===== src/rtl/cache_pkg.sv =====
// cache_pkg: shared mode encoding and index-width helper for the cache mux blocks.
package cache_pkg;
    localparam logic MODE_FIXED = 1'b0;
    localparam logic MODE_RR    = 1'b1;
    function automatic int idx_w(input int n);
        return (n <= 1) ? 1 : $clog2(n);
    endfunction
endpackage


===== src/rtl/cache_rr_mux_if.sv =====
// cache_rr_mux_if: N request channels in, one registered channel out, valid/ready on both sides.
interface cache_rr_mux_if import cache_pkg::*; #(
    parameter int WIDTH = 3,
    parameter int N_IN  = 2,
    parameter int SEL_W = idx_w(N_IN)
);
    logic [N_IN-1:0]       in_valid;
    logic [N_IN*WIDTH-1:0] in_data;
    logic [N_IN-1:0]       in_ready;
    logic                  out_valid;
    logic [WIDTH-1:0]      out_data;
    logic [SEL_W-1:0]      out_sel;
    logic                  out_ready;
    modport master (output in_valid, in_data, out_ready, input in_ready, out_valid, out_data, out_sel);
    modport slave  (input in_valid, in_data, out_ready, output in_ready, out_valid, out_data, out_sel);
endinterface


===== src/rtl/cache_rr_arb.sv =====
// cache_rr_arb: fixed-priority / round-robin arbiter; pointer moves past the winner on each accept.
module cache_rr_arb import cache_pkg::*; #(
    parameter int N_IN  = 2,
    parameter int SEL_W = idx_w(N_IN)
) (
    input  logic             clk,
    input  logic             reset,
    input  logic [N_IN-1:0]  req,
    input  logic             mode,
    input  logic             advance,
    output logic [N_IN-1:0]  grant,
    output logic [SEL_W-1:0] grant_idx
);
    logic [SEL_W-1:0] rr_ptr_q, rr_ptr_d, base, idx;
    logic [SEL_W:0]   sum;
    logic             found;
    // Fixed mode is just a rotating search that always starts at channel 0.
    always_comb begin
        base      = (mode == MODE_RR) ? rr_ptr_q : '0;
        grant     = '0;
        grant_idx = '0;
        found     = 1'b0;
        sum       = '0;
        idx       = '0;
        for (int k = 0; k < N_IN; k++) begin
            sum = {1'b0, base} + (SEL_W+1)'(k);
            idx = (sum >= (SEL_W+1)'(N_IN)) ? SEL_W'(sum - (SEL_W+1)'(N_IN)) : SEL_W'(sum);
            if (!found && req[idx]) begin
                found      = 1'b1;
                grant[idx] = 1'b1;
                grant_idx  = idx;
            end
        end
    end
    always_comb begin
        rr_ptr_d = rr_ptr_q;
        if (advance && mode == MODE_RR)
            rr_ptr_d = (grant_idx == SEL_W'(N_IN-1)) ? '0 : grant_idx + 1'b1;
    end
    always_ff @(posedge clk) begin
        if (reset) rr_ptr_q <= '0;
        else       rr_ptr_q <= rr_ptr_d;
    end
endmodule


===== src/rtl/cache_rr_mux.sv =====
// cache_rr_mux: N-to-1 arbitrated mux with a one-deep registered output under backpressure.
module cache_rr_mux import cache_pkg::*; #(
    parameter int WIDTH = 3,
    parameter int N_IN  = 2
) (
    input logic           clk,
    input logic           reset,
    input logic           mode,
    cache_rr_mux_if.slave bus
);
    localparam int SEL_W = idx_w(N_IN);
    logic [N_IN-1:0]  grant;
    logic [SEL_W-1:0] grant_idx, out_sel_q, out_sel_d;
    logic [WIDTH-1:0] mux_data, out_data_q, out_data_d;
    logic             out_valid_q, out_valid_d, can_load, advance;
    cache_rr_arb #(.N_IN(N_IN), .SEL_W(SEL_W)) u_arb (
        .clk       (clk),
        .reset     (reset),
        .req       (bus.in_valid),
        .mode      (mode),
        .advance   (advance),
        .grant     (grant),
        .grant_idx (grant_idx)
    );
    assign can_load     = !out_valid_q || bus.out_ready;
    assign advance      = (|grant) && can_load && !reset;
    assign bus.in_ready = reset ? '0 : grant & {N_IN{can_load}};
    always_comb begin
        mux_data = '0;
        for (int i = 0; i < N_IN; i++)
            mux_data = mux_data | (bus.in_data[i*WIDTH +: WIDTH] & {WIDTH{grant[i]}});
    end
    always_comb begin
        out_valid_d = advance ? 1'b1 : (bus.out_ready ? 1'b0 : out_valid_q);
        out_data_d  = advance ? mux_data : out_data_q;
        out_sel_d   = advance ? grant_idx : out_sel_q;
    end
    always_ff @(posedge clk) begin
        if (reset) begin
            out_valid_q <= 1'b0;
            out_data_q  <= '0;
            out_sel_q   <= '0;
        end else begin
            out_valid_q <= out_valid_d;
            out_data_q  <= out_data_d;
            out_sel_q   <= out_sel_d;
        end
    end
    assign bus.out_valid = out_valid_q;
    assign bus.out_data  = out_data_q;
    assign bus.out_sel   = out_sel_q;
endmodule


===== src/flat_wrapper.sv =====
// flat-port wrapper written by rule: the top's interface ports become plain ports
module cache_rr_mux_flat import cache_pkg::*;
#(
    parameter int WIDTH = 3,
    parameter int N_IN  = 2
)
  (clk, reset, mode, bus_in_valid, bus_in_data, bus_out_ready, bus_in_ready, bus_out_valid, bus_out_data, bus_out_sel);
  cache_rr_mux_if #(.WIDTH(WIDTH), .N_IN(N_IN)) bus_i ();
  input logic clk;
  input logic reset;
  input logic mode;
  input wire logic [$bits(bus_i.in_valid)-1:0] bus_in_valid;
  input wire logic [$bits(bus_i.in_data)-1:0] bus_in_data;
  input wire logic [$bits(bus_i.out_ready)-1:0] bus_out_ready;
  output wire logic [$bits(bus_i.in_ready)-1:0] bus_in_ready;
  output wire logic [$bits(bus_i.out_valid)-1:0] bus_out_valid;
  output wire logic [$bits(bus_i.out_data)-1:0] bus_out_data;
  output wire logic [$bits(bus_i.out_sel)-1:0] bus_out_sel;
  assign bus_i.in_valid = bus_in_valid;
  assign bus_i.in_data = bus_in_data;
  assign bus_i.out_ready = bus_out_ready;
  assign bus_in_ready = bus_i.in_ready;
  assign bus_out_valid = bus_i.out_valid;
  assign bus_out_data = bus_i.out_data;
  assign bus_out_sel = bus_i.out_sel;
  cache_rr_mux #(.WIDTH(WIDTH), .N_IN(N_IN)) u_core (.clk(clk), .reset(reset), .mode(mode), .bus(bus_i));
endmodule

===== config.mk =====
export PLATFORM = sky130hd
export DESIGN_NAME = cache_rr_mux_flat
export DESIGN_NICKNAME = d
export VERILOG_FILES = /design/src/rtl/cache_pkg.sv /design/src/rtl/cache_rr_mux_if.sv /design/src/rtl/cache_rr_arb.sv /design/src/rtl/cache_rr_mux.sv /design/src/flat_wrapper.sv
export SDC_FILE = /design/constraint.sdc
export NUM_CORES = 1
export LEC_CHECK = 0
export ABC_AREA = 1
export CORE_AREA = 2 2 39 41
export CTS_CLUSTER_DIAMETER = 100
export DETAILED_ROUTE_END_ITERATION = 16
export DIE_AREA = 0 0 41 43
export PLACE_DENSITY = 0.61
export SYNTH_ARGS = -nofsm -noshare
export SYNTH_HDL_FRONTEND = slang
export SYNTH_HIERARCHICAL = 1
export SYNTH_SLANG_ARGS = --single-unit
export TNS_END_PERCENT = 100

===== constraint.sdc =====
create_clock -name clk -period 1.6 [get_ports clk]
set_input_delay 0.32 -clock clk [delete_from_list [all_inputs] [get_ports clk]]
set_output_delay 0.32 -clock clk [all_outputs]
set_load 0.02 [all_outputs]

==> impl_metrics.csv, run 1 <==
group,metric,value,unit
global_routing,grt_pass1_wl,1552,um
finish,final_area,709.4,um2
synth,ys_async_sr_fraction,0,%
setup_path,path_class,"in -> out",
setup_path,crit_path_start,"bus_out_ready",
floorplan,row_count,14,
setup_path,slowest_stage,"clkdlybuf4s50_1",
finish,regArea,121.4,um2
setup_path,r2r-start,"u_core/u_arb/rr_ptr_q$_SDFFE_PP0P_",
setup_path,arrival,1.23,ns
sta,fin_hold_ws,0.4968,ns
sta,slew_violations,0,
routing,drtAntennaViolNets,0,
synth,ys_seq_area_share,29.27,%
pwr,p_comb_share,35.7,%
pwr,pwr_density_cell,675.6,nW/um2
clocking,h-tree-depth,1,
synth,synth_fa_ha_area_share,0,%
pwr,intPower,335.3,uW
routing,vias,463,
global_routing,antenna_found_initial,0,
place,placed_area,678.2,um2
run,max_cap_violations,0,
place,placed_cells,104,
min_path,hold_path_class,"in -> reg",
place,portBuffers,18,
synth,synthXorXnorAreaFrac,0,%
setup_path,endpoint_kind,"output pin",
synth,synth_edf_count,0,
sta,clock_skew,0.002860,ns
setup_path,r2r-end,"u_core/u_arb/rr_ptr_q$_SDFFE_PP0P_",
clocking,cts-root-buf,"clkbuf_4",
pwr,power_frac_clock,29.3,%
floorplan,die-width,41,um
floorplan,dieHeight,43,um
synth,synth_top_area_cell,"dfxtp_1",
routing,first_iter_violations,9,
setup_path,crit_cells,6,
synth,yosysUniqueCellTypes,13,
finish,drive_gt1_share,36.96,%
setup_path,critPathLaunchType,"primary input",
finish,diodes,0,
setup_path,path_cells,"clkdlybuf4s50_1 > inv_1 > nand2_2 > inv_1 > nor3_1 > buf_2",
global_routing,grt_use_total,13.97,%
clocking,cts_buffers,3,
outcome,status,"completed",
pwr,power_frac_seq,35.0,%
sta,finalSetupTns,0,ns
clocking,ctsHoldBuffers,0,
routing,wire_per_inst,8.926,um
pwr,p_leak,0.3756,nW
synth,netlist_top_cells_area,"dfxtp_1, nand2_1, inv_1",
clocking,clockBufferDepth,2,
place,gp_congestion,0.7518,
global_routing,grt_overflow,0,
floorplan,start_util,29.66,%
routing,drtPass1Iterations,4,
sta,max_freq,645.0,MHz
synth,synth_nets,73,
clocking,clock_latency,0.24,ns
finish,nets,106,
setup_path,path_delay_family,"buffers and inverters",
floorplan,io_pins,19,
sta,rsz0062_at_grt,"no",
synth,synth-seq-cells,6,
synth,synth_top_family_by_area,"simple AND/OR/NAND/NOR gates",
sta,relSlewSlack,85.85,%
clocking,clkTransAtPathRegs,0.05,ns
setup_path,cp_max_fo,2,
sta,final_hold_viol_count,0,
finish,area.growth.synth_to_final,72.87,%
global_routing,grt_pass1_vias,432,
clocking,cts_sinks,6,
synth,synthMuxAreaShare,0,%
sta,setup_violations,0,
sta,period_share,96.90,%
floorplan,core_area,1384,um2
pwr,peakVddDrop,0.3441,mV
synth,avgSynthCellArea,6.728,um2
synth,synthSimpleGateAreaFrac,37.20,%
sta,period_minus_slack,1.550,ns
setup_path,endpoint,"bus_in_ready[0]",
global_routing,grt_max_degree,8,
setup_path,worstRegToRegCells,12,
floorplan,die-area,1763,um2
synth,synth_common_cells,"nand2_1, inv_1, dfxtp_1",
pwr,p_sw,144.0,uW
synth,synth_most_common_cell,"nand2_1",
pwr,sw_frac_of_total,30.05,%
synth,netlist_area,410.4,um2
routing,vias_per_cell,4.287,
setup_path,path_buf_inv,4,
setup_path,max_stage_delay,0.45,ns
setup_path,cp_data_required_time,1.28,ns
clocking,cts_tree,"built",
synth,synth_top_area_share,29.27,%
finish,multi_input_area,234.0,um2
synth,yosysWarnings,6,
synth,syn_inst,61,
synth,synth_compound_area_share,17.07,%
routing,totalWireLength,964,um
finish,nFillCells,134,
finish,final-instance-count-excl-fill,108,
place,hpwl,741.2,um
setup_path,reg2reg_slack,0.24,ns
sta,tightest_slew,0.2116,ns
routing,remaining_drc_errors,0,
setup_path,cp_common_cell,"inv_1",
synth,ys.flop_type,"dfxtp_1",
## cell usage in the layout (no fill, tap or decap)
cell type,instances
a21oi_1,3
a21oi_2,1
buf_2,1
buf_4,11
clkbuf_4,3
clkdlybuf4s50_1,13
dfxtp_1,5
dfxtp_2,1
dlygate4sd2_1,3
inv_1,15
inv_2,3
nand2_1,16
nand2_2,2
nand2_4,2
nand3_1,1
nand3b_4,1
nor2_2,4
nor3_1,1
nor3_2,1
o21ai_1,1
o21bai_2,4
## worst register-to-register path, delay by kind of cell (launching register included)
family	cells	cell delay (ns)
buffers and inverters	5	0.33
DFF	1	0.33
AOI/OAI and AO/OA	1	0.16
and+or+nand+nor	6	0.43
## power by group through the flow
stage / clock (mW) / combinational (mW) / sequential, mW
final: 0.140 / 0.171 / 0.168
after global routing: 0.158 / 0.188 / 0.169
after CTS: 0.151 / 0.170 / 0.167
after detailed placement: 0 / 0.171 / 0.170
after global placement: 0 / 0.170 / 0.170
after floorplan: 0 / 0.0756 / 0.182
## area by class of cell
cell class                      count  share of cell area (%)
Timing Repair Buffer               28                   34.39
Sequential cell                     6                   17.11
Tap cell                           16                   2.822
Multi-Input combinational cell     37                   32.98
Inverter                           18                   9.524
Clock buffer                        3                   3.175
## kinds of logic (layout without fill, tap and decap cells)
| logic type | after synthesis | count (layout) |
|---|---|---|
| AOI/OAI and AO/OA | 9 | 9 |
| and+or+nand+nor | 28 | 28 |
| DFF | 6 | 6 |
| buffers and inverters | 18 | 49 |
## state kept, by name, indices dropped and copies added, names as in the netlist
name,cells
u_core/bus.out_valid,1
u_core/bus.out_data,3
u_core/u_arb/rr_ptr_q,1
u_core/bus.out_sel,1
## worst min path at each step
stage                                                    from                                   to  slack (ns)  cells past startpoint
after floorplan                                         reset    u_core/bus.out_valid$_SDFFE_PP0P_        0.39                      1
after detailed placement      u_core/bus.out_sel$_SDFFE_PP0P_      u_core/bus.out_sel$_SDFFE_PP0P_        0.51                      4
final                                         bus_in_valid[1]   u_core/u_arb/rr_ptr_q$_SDFFE_PP0P_        0.50                      4
after global routing                          bus_in_valid[1]   u_core/u_arb/rr_ptr_q$_SDFFE_PP0P_        0.51                      4
after CTS                                     bus_in_valid[1]   u_core/u_arb/rr_ptr_q$_SDFFE_PP0P_        0.49                      4
after global placement    u_core/bus.out_data[2]$_SDFFE_PP0P_  u_core/bus.out_data[2]$_SDFFE_PP0P_        0.51                      4
## per-layer routing
| metal | GRT usage [%] | vias up | part of all wire [%] |
|---|---|---|---|
| li1 | - | 244 | - |
| met1 | 13.87 | 205 | 41 |
| met2 | 21.56 | 14 | 52 |
| met3 | 7.853 | 0 | 7.2 |
| met4 | 8.000 | 0 | 0 |
| met5 | 0 | - | 0 |
## stage by stage
step	total power, mW	util (%)	setup WS [ns]
finish	0.4793	51.27	0.04966
global placement	0.3395	49.01	-0.6543
floorplan	0.2574	-	0.02967
detailed placement	0.3410	49.01	-0.6700
CTS	0.4885	50.63	0.04356
global route	0.5148	51.27	0.003502
## repair_timing
action | 4_1_cts | 5_1_grt
buffers inserted | 0 | 1
gates resized for setup | 18 | 2
setup endpoints to repair | 3 | 2
hold endpoints to repair | 0 | 0
pin swaps | 1 | 2
Power figures use the tool's default switching activity.
==> run 2, diff against run 1 <==
--- a/config.mk
+++ b/config.mk
@@ -5,12 +5,12 @@
 export SDC_FILE = /design/constraint.sdc
 export NUM_CORES = 1
 export LEC_CHECK = 0
-export ABC_AREA = 1
 export CORE_AREA = 2 2 39 41
 export CTS_CLUSTER_DIAMETER = 100
 export DETAILED_ROUTE_END_ITERATION = 16
 export DIE_AREA = 0 0 41 43
-export PLACE_DENSITY = 0.61
+export PLACE_DENSITY = 0.54
+export REMOVE_ABC_BUFFERS = 1
 export SYNTH_ARGS = -nofsm -noshare
 export SYNTH_HDL_FRONTEND = slang
 export SYNTH_HIERARCHICAL = 1
==> constraint.sdc (replaced) <==
create_clock -name clk -period 1.92 [get_ports clk]
set_input_delay 0.384 -clock clk [delete_from_list [all_inputs] [get_ports clk]]
set_output_delay 0.384 -clock clk [all_outputs]
set_load 0.02 [all_outputs]
==> impl_metrics.csv, run 2 <==
group,metric,value,unit
floorplan,io_pins,19,
finish,nets,81,
clocking,clkTransAtPathRegs,0.04,ns
place,portBuffers,18,
clocking,cts_buffers,3,
routing,vias_per_cell,4.627,
synth,synth_edf_count,0,
min_path,hold_path_class,"reg -> reg",
routing,wire_per_inst,11.18,um
min_path,min_from,"u_core/bus.out_sel$_SDFFE_PP0P_",
place,gp_congestion,0.7064,
floorplan,die-width,41,um
sta,final_hold_viol_count,0,
synth,synth-seq-cells,6,
setup_path,worstRegToRegCells,7,
sta,period_share,94.94,%
synth,netlist_area,331.6,um2
global_routing,grt_use_total,12.73,%
routing,remaining_drc_errors,0,
clocking,clockBufferDepth,2,
place,hpwl,721.9,um
setup_path,path_class,"in -> out",
synth,synth_top_area_cell,"dfxtp_1",
floorplan,core_area,1384,um2
clocking,cts_setup_buffers,0,
routing,first_iter_violations,3,
routing,drtAntennaViolNets,0,
synth,ys.flop_type,"dfxtp_1",
floorplan,die-area,1763,um2
floorplan,start_util,23.96,%
synth,ys_seq_area_share,36.23,%
sta,clock_skew,0.005840,ns
synth,yosysWarnings,6,
global_routing,grt_overflow,0,
synth,avgSynthCellArea,9.210,um2
finish,drive_gt1_share,31.34,%
synth,yosysUniqueCellTypes,20,
outcome,status,"completed",
routing,vias,384,
sta,period_minus_slack,1.823,ns
setup_path,cp_data_required_time,1.54,ns
setup_path,cp_max_fo,3,
clocking,ctsHoldBuffers,0,
synth,synth_common_cells,"dfxtp_1, a31oi_1, a211oi_1, a22oi_1",
floorplan,dieHeight,43,um
global_routing,grt_max_degree,7,
clocking,cts_sinks,6,
clocking,h-tree-depth,1,
pwr,p_leak,0.2732,nW
sta,max_freq,548.6,MHz
sta,relSlewSlack,85.14,%
synth,synth_most_common_cell,"dfxtp_1",
setup_path,critPathLaunchType,"primary input",
sta,setup_violations,0,
min_path,hold_path_depth,2,
routing,drtPass1Iterations,2,
finish,final_common_cell,"clkdlybuf4s50_1",
pwr,pwr_density_cell,599.1,nW/um2
setup_path,reg2reg_slack,0.48,ns
finish,layout_common_cells,"clkdlybuf4s50_1, buf_4, dfxtp_1",
pwr,peakVddDrop,0.2766,mV
synth,netlist_top_cells_area,"dfxtp_1, a31oi_1, a211oi_1",
sta,finalSetupTns,0,ns
synth,synth_top_area_share,36.23,%
setup_path,r2r-end,"u_core/u_arb/rr_ptr_q$_SDFFE_PP0P_",
setup_path,endpoint_kind,"output pin",
setup_path,r2r-start,"u_core/u_arb/rr_ptr_q$_SDFFE_PP0P_",
clocking,cts-root-buf,"clkbuf_4",
setup_path,arrival,1.44,ns
global_routing,grt_pass1_wl,1497,um
sta,fin_hold_ws,0.4904,ns
synth,ys_async_sr_fraction,0,%
global_routing,antenna_found_initial,0,
min_path,whs_endpoint,"u_core/bus.out_sel$_SDFFE_PP0P_",
clocking,clock_latency,0.25,ns
pwr,p_total,378.6,uW
finish,largest_reg_flops,3,
finish,diodes,0,
sta,slew_violations,0,
routing,totalWireLength,928,um
clocking,cts_tree,"built",
floorplan,row_count,14,
sta,rsz0062_at_grt,"no",
synth,syn_inst,36,
global_routing,grt_pass1_vias,356,
run,max_cap_violations,0,
sta,tightest_slew,0.2209,ns
finish,area.growth.synth_to_final,90.57,%
==> run 2: changes by cell type after synthesis, sizes merged, moves of 2 or more <==
cell / delta
a211oi: +3
a21boi: +2
a21oi: -2
a22oi: +3
a31oi: +4
and3: +2
inv: -17
nand2: -18
nor2: -3
o21bai: -4
==> run 2: routing by layer <==
layer / up-vias / wire (um) / global-route usage, %
met3: 2 / 68 / 1.571
li1: 205 / - / -
met4: 0 / 12 / 12.00
met5: - / 0 / 0
met2: 13 / 405 / 15.63
met1: 164 / 441 / 17.89
==> run 2: cells by family (layout without fill, tap and decap cells) <==
logic type	after synthesis	after routing	share of synthesized area, %
buffers and inverters	2	33	6.415
AND/OR/NAND/NOR	12	12	23.78
AO/OA/AOI/OAI	16	16	33.58
flip-flops	6	6	36.23
==> run 2: power by group <==
group / leakage, nW / switching (mW) / internal, mW
clock network: 0.0138 / 0.0462 / 0.0708
registers: 0.0495 / 0.00536 / 0.134
logic: 0.210 / 0.0500 / 0.0719
total: 0.273 / 0.101 / 0.277
==> run 2: worst max path at each step <==
stage,startpoint,to,depth (start not counted)
6_report,mode,bus_in_ready[0],5
5_1_grt,mode,bus_in_ready[0],5
4_1_cts,bus_in_valid[1],bus_in_ready[1],4
3_5_place_dp,bus_in_valid[1],bus_in_ready[1],4
3_3_place_gp,bus_in_valid[1],bus_in_ready[1],4
2_1_floorplan,mode,u_core/u_arb/rr_ptr_q$_SDFFE_PP0P_,6
==> run 2: timing repair <==
item | CTS | global route
endpoints found under the setup margin | 2 | 2
gates cloned | 0 | 0
gates resized for setup | 10 | 2
==> run 2: through the flow <==
step	instance area, um2	utilization (%)	setup WS (ns)	std cells
6_report	631.9	45.66	0.09706	83
5_1_grt	631.9	45.66	0.01451	83
4_1_cts	635.6	45.93	0.01416	83
3_5_place_dp	606.8	43.85	-0.4343	80
3_3_place_gp	606.8	43.85	-0.4320	80
2_1_floorplan	331.6	-	0.3497	36
==> run 2: area by class of cell <==
cell class,instances,area [um2]
inverter,2,21.27
timing repair buffer,28,247.7
fill,151,752.0
tap,16,20.02
sequential,6,120.1
clock buffer,3,22.52
multi-input combinational,28,200.2
==> run 2: worst max-delay path: stages <==
cell and delay [ns]:
clkdlybuf4s50_1 0.41, buf_4 0.14, a31oi_2 0.18, and3_1 0.16, buf_2 0.16
==> run 3, diff against run 2 <==
--- a/config.mk
+++ b/config.mk
@@ -9,10 +9,10 @@
 export CTS_CLUSTER_DIAMETER = 100
 export DETAILED_ROUTE_END_ITERATION = 16
 export DIE_AREA = 0 0 41 43
+export HOLD_SLACK_MARGIN = 0.1
 export PLACE_DENSITY = 0.54
 export REMOVE_ABC_BUFFERS = 1
 export SYNTH_ARGS = -nofsm -noshare
 export SYNTH_HDL_FRONTEND = slang
-export SYNTH_HIERARCHICAL = 1
 export SYNTH_SLANG_ARGS = --single-unit
 export TNS_END_PERCENT = 100
==> impl_metrics.csv, run 3 <==
group,metric,value,unit
routing,vias,398,
routing,remaining_drc_errors,0,
place,placed_cells,80,
pwr,power_frac_clock,32.7,%
floorplan,die-width,41,um
sta,setup_violations,0,
synth,synth_common_cells,"nand3_1, dfxtp_1, nor2_1, nor3_1, o21ai_0",
clocking,clkTransAtPathRegs,0.05,ns
sta,period_minus_slack,1.838,ns
setup_path,path_cells,"clkdlybuf4s50_1 > a21bo_4 > nand2_1 > nor3_1 > buf_2",
finish,largest_reg_flops,3,
synth,yosysWarnings,0,
pwr,p_comb_share,29.3,%
finish,final_common_cell,"clkdlybuf4s50_1",
synth,netlist_area,330.3,um2
setup_path,r2r-end,"u_core.bus.out_data[2]$_SDFFE_PP0P_",
global_routing,grt_pass1_wl,1538,um
floorplan,core_area,1384,um2
global_routing,grt_overflow,0,
setup_path,max_stage_delay,0.53,ns
place,gp_congestion,0.7413,
sta,final_hold_viol_count,0,
finish,diodes,0,
synth,syn_inst,39,
setup_path,reg2reg_slack,0.81,ns
sta,layout_setup_ws,0.08245,ns
setup_path,r2r-start,"u_core.bus.out_valid$_SDFFE_PP0P_",
sta,relSlewSlack,84.42,%
setup_path,cp_max_fo,4,
routing,first_iter_violations,8,
setup_path,cp_data_required_time,1.54,ns
place,dp_slack,-0.3684,ns
setup_path,arrival,1.45,ns
finish,drive_gt1_share,26.87,%
floorplan,dieHeight,43,um
floorplan,start_util,23.87,%
clocking,cts-root-buf,"clkbuf_4",
sta,rsz0062_at_grt,"no",
place,portBuffers,18,
clocking,cts_buffers,3,
min_path,min_from,"u_core.bus.out_sel$_SDFFE_PP0P_",
setup_path,path_buf_inv,2,
synth,yosysUniqueCellTypes,18,
clocking,clock_latency,0.25,ns
global_routing,grt_max_degree,7,
global_routing,grt_pass1_vias,357,
sta,max_freq,544.2,MHz
sta,period_share,95.71,%
sta,tightest_slew,0.2334,ns
floorplan,row_count,14,
finish,final-instance-count-excl-fill,83,
routing,drtPass1Iterations,4,
routing,vias_per_cell,4.795,
floorplan,io_pins,19,
pwr,peakVddDrop,0.2092,mV
synth,ys.flop_type,"dfxtp_1",
sta,slew_violations,0,
min_path,hold_path_class,"reg -> reg",
clocking,ctsHoldBuffers,0,
routing,drtAntennaViolNets,0,
synth,ys_seq_area_share,36.36,%
synth,ys_async_sr_fraction,0,%
finish,nets,81,
synth,synth-seq-cells,6,
clocking,h-tree-depth,1,
finish,area.growth.synth_to_final,80.30,%
synth,synth_most_common_cell,"nand3_1",
finish,layout_common_cells,"clkdlybuf4s50_1, buf_4, nand3_1, dfxtp_1",
routing,wire_per_inst,11.63,um
synth,synth_top_area_cell,"dfxtp_1",
setup_path,worstRegToRegCells,4,
pwr,p_leak,0.2422,nW
pwr,intPower,267.5,uW
global_routing,antenna_found_initial,0,
synth,netlist_top_cells_area,"dfxtp_1, nand3_1, a311oi_1",
run,max_cap_violations,0,
synth,synth_top_area_share,36.36,%
routing,totalWireLength,965,um
pwr,p_sw,100.8,uW
pwr,power_frac_seq,38.0,%
min_path,hold_path_depth,2,
pwr,sw_frac_of_total,27.37,%
setup_path,path_class,"in -> out",
clocking,cts_sinks,6,
setup_path,path_delay_family,"buffers and inverters",
clocking,clockBufferDepth,2,
floorplan,die-area,1763,um2
pwr,pwr_density_cell,618.4,nW/um2
setup_path,endpoint_kind,"output pin",
min_path,whs_endpoint,"u_core.bus.out_sel$_SDFFE_PP0P_",
synth,avgSynthCellArea,8.470,um2
sta,finalSetupTns,0,ns
finish,fin_util,43.04,%
outcome,status,"completed",
setup_path,slowest_stage,"clkdlybuf4s50_1",
synth,synth_edf_count,0,
setup_path,critPathLaunchType,"primary input",
global_routing,grt_use_total,13.86,%
sta,clock_skew,0.007144,ns
place,hpwl,755.7,um
clocking,cts_tree,"built",
[run 3: cell types whose count changed after synthesis, sizes merged, moves of 3 or more]
cell / change
a211oi: -3
nor2: +3
nand3: +8
a31oi: -3
o21ai: +3
a22oi: -3
[run 3: timing repair]
action                                  in CTS  in global routing
endpoints found under the setup margin       2                  1
setup buffers                                0                  0
gates resized for setup                      9                  1
[run 3: worst max-delay path by stage]
stage / start / to / cells past startpoint
6_report: mode / bus_in_ready[1] / 5
5_1_grt: mode / bus_in_ready[1] / 5
4_1_cts: bus_out_ready / bus_in_ready[0] / 4
3_5_place_dp: mode / bus_in_ready[1] / 5
3_3_place_gp: mode / bus_in_ready[1] / 5
2_1_floorplan: bus_in_valid[0] / bus_in_ready[1] / 3
[run 3: cell type report]
class                   count  area, um2
well taps                  16      20.02
repair buffers             27      237.7
multi-input cells          31      195.2
clock buffers               3      22.52
flip-flops and latches      6      120.1
fillers                   145      788.3
[run 3: routing by layer]
layer  up-vias  track usage [%]  routed length, um
li1        203                -                  -
met1       177            17.68                480
met2        16            16.56                387
met3         2            4.712                 68
met4         0            14.00                 27
met5         -                0                  0
[run 3: tightest hold or removal path: stages (launching register included)]
cell and delay (ns):
dfxtp_1 0.30, o21ai_0 0.06, a21oi_1 0.06
[run 3: through the flow]
| step | hold WS (ns) | total power [mW] | instance area (um2) |
|---|---|---|---|
| finish | 0.4752 | 0.3683 | 595.6 |
| global route | 0.5153 | 0.3924 | 595.6 |
| CTS | 0.4793 | 0.3766 | 601.8 |
| detailed placement | 0.4722 | 0.2531 | 583.1 |
| global placement | 0.4659 | 0.2533 | 583.1 |
| floorplan | 0.4519 | 0.1848 | 315.3 |
[run 3: power groups by stage]
stage                     combinational (mW)  sequential, mW  clock [mW]
after global routing                   0.117           0.141       0.134
final                                  0.108           0.140       0.120
after detailed placement               0.110           0.143           0
after global placement                 0.111           0.142           0
after CTS                              0.110           0.140       0.127
after floorplan                       0.0335           0.151           0
[run 3: cell families after synthesis]
group | count (synthesis) | synth area share, %
AOI/OAI and AO/OA | 11 | 27.27
buffers and inverters | 2 | 4.544
DFF | 6 | 36.37
and+or+nand+nor | 20 | 31.82
